==> config.mk <==
export PLATFORM = sky130hd
export DESIGN_NAME = mem2_stage_flat
export DESIGN_NICKNAME = d
export VERILOG_FILES = /design/src/rtl/mem2_stage_pkg.sv /design/src/rtl/mem2_stage_if.sv /design/src/rtl/mem2_load_align.sv /design/src/rtl/mem2_stage.sv /design/src/flat_wrapper.sv
export SDC_FILE = /design/constraint.sdc
export NUM_CORES = 1
export LEC_CHECK = 0
export CAP_MARGIN = 5
export CORE_MARGIN = 3
export CORE_UTILIZATION = 36
export CTS_CLUSTER_DIAMETER = 40
export DETAILED_ROUTE_END_ITERATION = 8
export PLACE_DENSITY = 0.68
export SYNTH_ARGS = -nofsm -noshare
export SYNTH_HDL_FRONTEND = slang
export SYNTH_SLANG_ARGS = --single-unit
==> constraint.sdc <==
create_clock -name clk -period 5.35 [get_ports clk]
set_clock_uncertainty 0.05 [all_clocks]
set_input_delay 0.8025 -clock clk [delete_from_list [all_inputs] [get_ports clk]]
set_output_delay 0.8025 -clock clk [all_outputs]
set_load 0.02 [all_outputs]
==> src/rtl/mem2_stage_pkg.sv <==
// +----------------------------------------------------------------------------+
// | Module   : mem2_stage_pkg                                                  |
// | Purpose  : Shared widths, stall-vector bit positions, load funct3 codes    |
// |            and packed bus layouts for the MEM2 pipeline stage.             |
// | Revision : 1.0 - initial release                                           |
// +----------------------------------------------------------------------------+
`default_nettype none

package mem2_stage_pkg;

   // Bus widths of the three stage-boundary buses
   localparam int MEM12MEM2_WD = 142;
   localparam int MEM22WB_WD   = 71;
   localparam int MEM22ID_WD   = 38;

   // Global stall vector: one bit per pipeline stage
   localparam int STALL_WD = 6;
   localparam int ST_IF    = 0;
   localparam int ST_ID    = 1;
   localparam int ST_EX    = 2;
   localparam int ST_MEM1  = 3;
   localparam int ST_MEM2  = 4;
   localparam int ST_WB    = 5;

   // RV32I load funct3 encodings; the remaining codes fall back to a word load
   typedef enum logic [2:0] {
      F3_LB  = 3'b000,
      F3_LH  = 3'b001,
      F3_LW  = 3'b010,
      F3_LBU = 3'b100,
      F3_LHU = 3'b101
   } load_f3_e;

   // MEM1 -> MEM2 bus, MSB first: valid, pc, rd_we, rd, is_load, funct3, addr_lo, result, rdata
   typedef struct packed {
      logic        valid;
      logic [31:0] pc;
      logic        rd_we;
      logic [4:0]  rd;
      logic        is_load;
      logic [2:0]  funct3;
      logic [2:0]  addr_lo;
      logic [31:0] result;
      logic [63:0] rdata;
   } mem12mem2_t;

   // MEM2 -> WB bus
   typedef struct packed {
      logic        valid;
      logic [31:0] pc;
      logic        rd_we;
      logic [4:0]  rd;
      logic [31:0] wdata;
   } mem22wb_t;

   // MEM2 -> ID bypass bus
   typedef struct packed {
      logic        rd_we;
      logic [4:0]  rd;
      logic [31:0] wdata;
   } mem22id_t;

   // The bypass carries exactly the register-write part of the write-back bus
   function automatic mem22id_t wb_to_id(input mem22wb_t wb);
      mem22id_t id;
      id.rd_we = wb.rd_we;
      id.rd    = wb.rd;
      id.wdata = wb.wdata;
      return id;
   endfunction

endpackage : mem2_stage_pkg

`default_nettype wire

==> src/rtl/mem2_stage_if.sv <==
// +----------------------------------------------------------------------------+
// | Module   : mem2_stage_if                                                   |
// | Purpose  : Bundles the MEM1->MEM2 input bus and the MEM2->WB / MEM2->ID    |
// |            output buses. 'slave' is the stage view, 'master' the          |
// |            upstream/environment view.                                      |
// | Revision : 1.0 - initial release                                           |
// +----------------------------------------------------------------------------+
`default_nettype none

interface mem2_stage_if;
   import mem2_stage_pkg::*;

   mem12mem2_t mem12mem2_bus;
   mem22wb_t   mem22wb_bus;
   mem22id_t   mem22id_bus;

   modport master (
      output mem12mem2_bus,
      input  mem22wb_bus,
      input  mem22id_bus
   );

   modport slave (
      input  mem12mem2_bus,
      output mem22wb_bus,
      output mem22id_bus
   );

endinterface : mem2_stage_if

`default_nettype wire

==> src/rtl/mem2_load_align.sv <==
// +----------------------------------------------------------------------------+
// | Module   : mem2_load_align                                                 |
// | Purpose  : Picks the addressed byte/half/word out of the 64-bit SRAM       |
// |            doubleword and sign- or zero-extends it to 32 bits.            |
// |            Misaligned half/word offsets are aligned down.                  |
// | Revision : 1.0 - initial release                                           |
// +----------------------------------------------------------------------------+
`default_nettype none

module mem2_load_align
   import mem2_stage_pkg::*;
(
   input  wire  [63:0] i_rdata,
   input  wire  [2:0]  i_funct3,
   input  wire  [2:0]  i_addr_lo,
   output logic [31:0] o_data
);

   logic [7:0]  w_byte;
   logic [15:0] w_half;
   logic [31:0] w_word;

   // Lane selection: byte uses all offset bits, half drops bit 0, word keeps only bit 2
   always_comb begin
      w_byte = i_rdata[{i_addr_lo, 3'b000} +: 8];
      w_half = i_rdata[{i_addr_lo[2:1], 4'b0000} +: 16];
      w_word = i_rdata[{i_addr_lo[2], 5'b00000} +: 32];
   end

   // Extension by load type; reserved funct3 codes behave as LW
   always_comb begin
      o_data = w_word;
      case (i_funct3)
         F3_LB:   o_data = {{24{w_byte[7]}}, w_byte};
         F3_LBU:  o_data = {24'd0, w_byte};
         F3_LH:   o_data = {{16{w_half[15]}}, w_half};
         F3_LHU:  o_data = {16'd0, w_half};
         default: o_data = w_word;
      endcase
   end

endmodule : mem2_load_align

`default_nettype wire

==> src/rtl/mem2_stage.sv <==
// +----------------------------------------------------------------------------+
// | Module   : mem2_stage                                                      |
// | Purpose  : Second memory stage of the RV32I pipeline. Registers the MEM1   |
// |            bus, extracts load data, drives the write-back bus and an       |
// |            optional bypass bus to ID. Obeys global stall and flush.        |
// | Config   : MEM2_FWD_EN - when defined, the ID bypass bus is driven;        |
// |            otherwise it is tied to zero.                                   |
// | Revision : 1.0 - initial release                                           |
// +----------------------------------------------------------------------------+
`default_nettype none

module mem2_stage
   import mem2_stage_pkg::*;
(
   input wire                clk,
   input wire                rst_n,
   input wire                flush,
   input wire [STALL_WD-1:0] stall,
   mem2_stage_if.slave       bus
);

   mem12mem2_t  r_stage;
   logic [31:0] w_load_data;
   logic [31:0] w_wdata;
   logic        w_rd_we;
   mem22wb_t    w_wb;
   logic        w_unused_stall;

   // Stage register: flush beats a MEM2 hold, a MEM2 hold beats a MEM1 bubble
   always_ff @(posedge clk or negedge rst_n) begin
      if (!rst_n) begin
         r_stage <= '0;
      end else if (flush) begin
         r_stage <= '0;
      end else if (stall[ST_MEM2]) begin
         r_stage <= r_stage;
      end else if (stall[ST_MEM1]) begin
         r_stage <= '0;
      end else begin
         r_stage <= bus.mem12mem2_bus;
      end
   end

   mem2_load_align u_load_align (
      .i_rdata   (r_stage.rdata),
      .i_funct3  (r_stage.funct3),
      .i_addr_lo (r_stage.addr_lo),
      .o_data    (w_load_data)
   );

   // Write data: aligned load data for loads, ALU result otherwise
   always_comb begin
      w_wdata = r_stage.result;
      if (r_stage.is_load) begin
         w_wdata = w_load_data;
      end
   end

   assign w_rd_we = r_stage.valid & r_stage.rd_we;

   // Write-back bus packed purely from the stage register (no input-to-output path)
   always_comb begin
      w_wb       = '0;
      w_wb.valid = r_stage.valid;
      w_wb.pc    = r_stage.pc;
      w_wb.rd_we = w_rd_we;
      w_wb.rd    = r_stage.rd;
      w_wb.wdata = w_wdata;
   end

   assign bus.mem22wb_bus = w_wb;

`ifdef MEM2_FWD_EN
   assign bus.mem22id_bus = wb_to_id(w_wb);
`else
   assign bus.mem22id_bus = '0;
`endif

   // Stall bits belonging to other stages are not used here
   assign w_unused_stall = ^{stall[ST_WB], stall[ST_EX:ST_IF]};

endmodule : mem2_stage

`default_nettype wire

==> src/flat_wrapper.sv <==
// flat-port wrapper written by rule: the top's interface ports become plain ports
module mem2_stage_flat import mem2_stage_pkg::*;
  (clk, rst_n, flush, stall, bus_mem12mem2_bus, bus_mem22wb_bus, bus_mem22id_bus);
  mem2_stage_if bus_i ();
  input wire clk;
  input wire rst_n;
  input wire flush;
  input wire [STALL_WD-1:0] stall;
  input wire logic [$bits(bus_i.mem12mem2_bus)-1:0] bus_mem12mem2_bus;
  output wire logic [$bits(bus_i.mem22wb_bus)-1:0] bus_mem22wb_bus;
  output wire logic [$bits(bus_i.mem22id_bus)-1:0] bus_mem22id_bus;
  assign bus_i.mem12mem2_bus = bus_mem12mem2_bus;
  assign bus_mem22wb_bus = bus_i.mem22wb_bus;
  assign bus_mem22id_bus = bus_i.mem22id_bus;
  mem2_stage u_core (.clk(clk), .rst_n(rst_n), .flush(flush), .stall(stall), .bus(bus_i));
endmodule
==> metrics.txt, run 1 <==
fin nets=923; drt wl/cell=20.7 µm; largest net degree at the start of global routing=143; antenna violations before repair=1; Initial Utilization=0.367; Die Wd=147 µm; via count=5509; Placed Area=9080 µm²; Crit. path cell count=4; io pins=260; CTS tree=done; worst vdd ir=0.180 mV; die footprint=21700 µm²; Netlist Area Pre-Place=7180 µm²; TNS Setup=0 ns; I/O Buffers=217; Critical Path AT=3.59 ns; Worst-Margin Slew=1.08 ns; synthesis-to-finish area growth=35.1%; Rel. slew slack=0.282; post-synth cell types=35; Clock Tree Root=clkbuf_16; Final Power=2800 µW; DR iter-0 viols=396; fmax=225 MHz; vias in the first global route=5463; RSZ-0062 raised after global routing=false; Bufs on Longest Clock Path=2; layout cells sized above 1=0.0931; core footprint=19500 µm²; r2r setup slk=3.91 ns; Hold Path Cell Cnt=1; leak pwr=0.00416 µW; DRC Markers=0; CP endpoint kind=primary output; post_cts resized=0; Clk Latency, worst-skew pair=0.41 ns; Bufs and invs on worst path=1; status=finished, final reports clean; post-layout util=0.496; gr usage total=0.200; Pre-Repair DR Iteration Count=6; GRT overflow=0; Synth Warn #=0; critical path type=reg2out; syn_area_per_cell=11.4 µm²; GP Congestion=0.843; CP startpoint kind=register; CTS Buf Count=17; fin crit share=0.831; Yosys reg bits=142; first-pass GRT wire length=33200 µm; Hold/Removal Path Class=reg2reg; Sink Count=142; min Tclk post-route=4.45 ns; Max Slew Vio Count=0; Max stage delay on crit path=1.05 ns; post-route cell area=9690 µm²; Rows=51; family with the most delay on the worst path=flip-flops; Finish-stage setup viols=0; R2R cell count=1; Req. time, crit path=4.50 ns; final hold slack=0.454 ns; MaxCap Viol Count=0; slowest cell on the critical path=dfrtp_2; chip height=147 µm; hold_buf cts=0; worst path cell trace=mux4_2 > or2_1 > a41oi_1 > clkdlybuf4s50_1; DP HPWL=15000 µm; most frequent cells in the layout=clkdlybuf4s50_1, a22o_1, dfrtp_1; post-route ant nets=0; DR vias/cell=5.25; commonest non-fill, non-tap cell in the layout=clkdlybuf4s50_1; crit path max fanout=52; power per cell area=289 nW/µm²; WL final=21700 µm; clock transition at the registers of the reported paths=0.06 ns; final hold violations=0; CTS H-Tree Depth=4; Seq/Total Area, Yosys=0.495; post-synthesis cell count=629; # Post-CTS Setup Buffers=0
[report_power, final]
| part | total, µW | internal [µW] | switching, µW |
|---|---|---|---|
| registers | 1150 | 1110 | 38.6 |
| logic | 415 | 210 | 205 |
| clock network | 1230 | 761 | 473 |
[flip-flops by register name, indices dropped and copies added, names as in the netlist]
name	count
u_core.r_stage	104
u_core.bus.mem22wb_bus	38
[area by class of cell]
type / instances / area (µm²)
Antenna cell: 1 / 2.50
Clock buffer: 19 / 453
Clock inverter: 12 / 158
Fill cell: 1798 / 9830
Inverter: 3 / 11.3
Multi-Input combinational cell: 385 / 2940
Sequential cell: 142 / 3560
Tap cell: 265 / 332
Timing Repair Buffer: 223 / 2240
[routing by layer]
| metal | vias to the layer above | share of wire | track usage |
|---|---|---|---|
| li1 | 2546 | - | - |
| met1 | 2745 | 0.45 | 0.284 |
| met2 | 199 | 0.47 | 0.308 |
| met3 | 19 | 0.058 | 0.0457 |
| met4 | 0 | 0.019 | 0.0578 |
| met5 | - | 0 | 0 |
[synth_stat cells, drive strengths merged]
cell / count / area [µm²]
inv: 2 / 7.51
a31oi: 23 / 181
a22oi: 13 / 97.6
conb: 1 / 3.75
mux2i: 42 / 420
nor2: 40 / 150
nor3: 1 / 5.00
and3: 1 / 6.26
a21oi: 22 / 110
and2: 1 / 6.26
a221o: 1 / 10.0
o22a: 1 / 8.76
o211a: 1 / 10.0
a41oi: 8 / 70.1
nor3b: 1 / 7.51
nor2b: 1 / 6.26
buf: 87 / 642
mux4: 2 / 45.0
o2111ai: 1 / 8.76
nand3b: 7 / 52.6
or2: 1 / 6.26
and3b: 1 / 8.76
clkbuf: 49 / 184
nand2b: 1 / 6.26
o21ai: 1 / 5.00
dfrtp: 142 / 3550
clkinv: 1 / 3.75
mux2: 23 / 259
nand2: 3 / 11.3
nand3: 9 / 45.0
a22o: 142 / 1240
[cell families after synthesis]
group / Yosys count / synth area share
buf+inv: 139 / 0.117
simple gates: 67 / 0.0434
mux: 67 / 0.101
compound gates: 213 / 0.243
flops: 142 / 0.495
other cells: 1 / 0.000523
[through the flow]
step / worst slack, ns / instances
finish: 0.904 / 1050
global route: 0.743 / 1050
CTS: 0.941 / 1049
detailed placement: 1.40 / 1018
global placement: 1.44 / 1018
floorplan: 2.52 / 666
[final timing paths]
| check | endpoint | from |
|---|---|---|
| max in group asynchronous | u_core.r_stage[97]$_DFFE_PN0P_ | rst_n |
| hold reg to reg | u_core.bus.mem22wb_bus[38]$_DFFE_PN0P_ | u_core.bus.mem22wb_bus[38]$_DFFE_PN0P_ |
| setup / recovery | bus_mem22wb_bus[31] | u_core.r_stage[98]$_DFFE_PN0P_ |
| setup reg to reg | u_core.r_stage[98]$_DFFE_PN0P_ | u_core.r_stage[98]$_DFFE_PN0P_ |
| min in group asynchronous | u_core.bus.mem22wb_bus[33]$_DFFE_PN0P_ | rst_n |
| hold / removal | u_core.bus.mem22wb_bus[38]$_DFFE_PN0P_ | u_core.bus.mem22wb_bus[38]$_DFFE_PN0P_ |
Note: power is estimated with default switching activity, not from simulation.
==> run 2, diff against run 1 <==
clock period = 4.3 ns   (was 5.35 ns; I/O delays follow)
==> run 2 against run 1 <==
- register-to-register slack got worse by 0.73 ns
- critical path depth grew 1
- clock power up 28%
- global-route usage down 0.21 points
- final area increased by 0.57%
- worst setup slack worse by 0.66 ns
- core utilization is 0.28 points higher
- hold slack worse by 0.28 ns
- sequential share of layout area decreased by 0.21 points
- sequential power is 25% higher
- highest routed layer unchanged
- wire length down 0.83%
==> metrics.txt, run 2 (synthesis gave the netlist of run 1 again) <==
status=finished, final reports clean (unchanged); Rel. slew slack=0.362 (was 0.282); I/O Buffers=217 (unchanged); MaxCap Viol Count=0 (unchanged); Sink Count=142 (unchanged); crit path max fanout=23 (was 52); DR iter-0 viols=396 (unchanged); Max Slew Vio Count=0 (unchanged); Critical Path Start=u_core.r_stage[97]$_DFFE_PN0P_ (was u_core.r_stage[98]$_DFFE_PN0P_); GRT overflow=0 (unchanged); min Tclk post-route=4.06 ns; Die Wd=147 µm (unchanged); core footprint=19500 µm² (unchanged); fmax=247 MHz; chip height=147 µm (unchanged); DP HPWL=15200 µm (was 15000 µm); Initial Utilization=0.367 (unchanged); fin nets=927 (was 923); commonest non-fill, non-tap cell in the layout=clkdlybuf4s50_1 (unchanged); drt wl/cell=20.4 µm (was 20.7 µm); io pins=260 (unchanged); power per cell area=362 nW/µm² (was 289 nW/µm²); Pre-Repair DR Iteration Count=6 (unchanged); CP startpoint kind=register (unchanged); WL final=21500 µm (was 21700 µm); CTS Buf Count=17 (unchanged); Finish-stage setup viols=0 (unchanged); DR vias/cell=5.25 (about the same); CTS H-Tree Depth=4 (unchanged); Clk Latency, worst-skew pair=0.41 ns (about the same); TNS Setup=0 ns (unchanged); antenna violations before repair=3 (was 1); GP Congestion=0.804 (was 0.843); die footprint=21700 µm² (unchanged); # Post-CTS Setup Buffers=0 (unchanged); vias in the first global route=5549 (was 5463); CTS tree=done (unchanged); Critical Path AT=3.36 ns (was 3.59 ns); Final Power=3530 µW (was 2800 µW); first-pass GRT wire length=33200 µm (unchanged); reg-to-reg critical path startpoint=u_core.r_stage[98]$_DFFE_PN0P_ (unchanged); layout cells sized above 1=0.0951 (was 0.0931); synthesis-to-finish area growth=35.8% (was 35.1%); largest net degree at the start of global routing=143 (unchanged); leak pwr=0.00418 µW (was 0.00416 µW); final hold violations=0 (unchanged); worst vdd ir=0.191 mV (was 0.180 mV); RSZ-0062 raised after global routing=false (unchanged); fin crit share=0.943; # fillers=1839 (was 1798); Clock Tree Root=clkbuf_16 (unchanged); critical path type=reg2out (unchanged); post-route ant nets=0 (unchanged); DRC Markers=0 (unchanged); max reg flops=104 (unchanged); Worst-Margin Slew=0.956 ns (was 1.08 ns); post_cts resized=0 (unchanged); gr usage total=0.198 (was 0.200); Bufs on Longest Clock Path=2 (unchanged); clock transition at the registers of the reported paths=0.06 ns (about the same); Req. time, crit path=3.61 ns (was 4.50 ns); Hold/Removal Path Class=in2async (was reg2reg); most frequent cells in the layout=clkdlybuf4s50_1, a22o_1, dfrtp_1 (unchanged); Rows=51 (unchanged); CP endpoint kind=primary output (unchanged); via count=5548 (was 5509); Biggest register=u_core.r_stage (unchanged); hold_buf cts=0 (unchanged)
[run 2: routing by layer]
metal | routed length [µm] | up-vias | global-route usage
met5 | 0 | - | 0
li1 | - | 2559 | -
met3 | 1120 | 27 | 0.0333
met2 | 10100 | 182 | 0.301
met1 | 9710 | 2780 | 0.281
met4 | 553 | 0 | 0.0820
[run 2: cell type report]
| class | count | area [µm²] | share of cell area |
|---|---|---|---|
| antenna | 3 | 7.51 | 0.000770 |
| clock inverter | 11 | 180 | 0.0185 |
| tap | 265 | 332 | 0.0340 |
| sequential | 142 | 3560 | 0.365 |
| inverter | 3 | 11.3 | 0.00116 |
| multi-input combinational | 385 | 2940 | 0.301 |
| clock buffer | 21 | 450 | 0.0462 |
| timing repair buffer | 227 | 2270 | 0.233 |
[run 2: final timing paths]
| path | endpoint | slack [ns] | cells past startpoint |
|---|---|---|---|
| setup / recovery | bus_mem22wb_bus[31] | 0.24 | 5 |
| hold / removal | u_core.r_stage[9]$_DFFE_PN0P_ | 0.17 | 1 |
| setup reg to reg | u_core.r_stage[98]$_DFFE_PN0P_ | 3.18 | 1 |
| hold reg to reg | u_core.r_stage[108]$_DFFE_PN0P_ | 0.45 | 1 |
| max in group asynchronous | u_core.r_stage[98]$_DFFE_PN0P_ | 3.02 | 2 |
| min in group clk | u_core.r_stage[108]$_DFFE_PN0P_ | 0.45 | 1 |
[run 2: per-stage QoR]
stage                     setup WS, ns  hold WS (ns)  cells  area, µm²  utilization
after floorplan                   1.62         0.299    666       7310            -
after global routing            0.0315         0.212   1057       9750        0.499
final                            0.244         0.174   1057       9750        0.499
after CTS                        0.239         0.195   1054       9740        0.499
after detailed placement         0.700         0.438   1022       9110        0.466
after global placement           0.699         0.432   1022       9110        0.466
[run 2: power by group]
group          switching (µW)  internal, µW  leakage [µW]
Clock                     580           996      0.000303
Sequential               49.0          1390       0.00193
Combinational             254           262       0.00194
[run 2: worst max-delay path, cell delays in order (launching register included)]
cell             delay, ns
dfrtp_2               0.63
mux2i_1               0.16
mux4_2                0.53
or2_1                 0.61
a41oi_1               0.36
clkdlybuf4s50_1       0.64
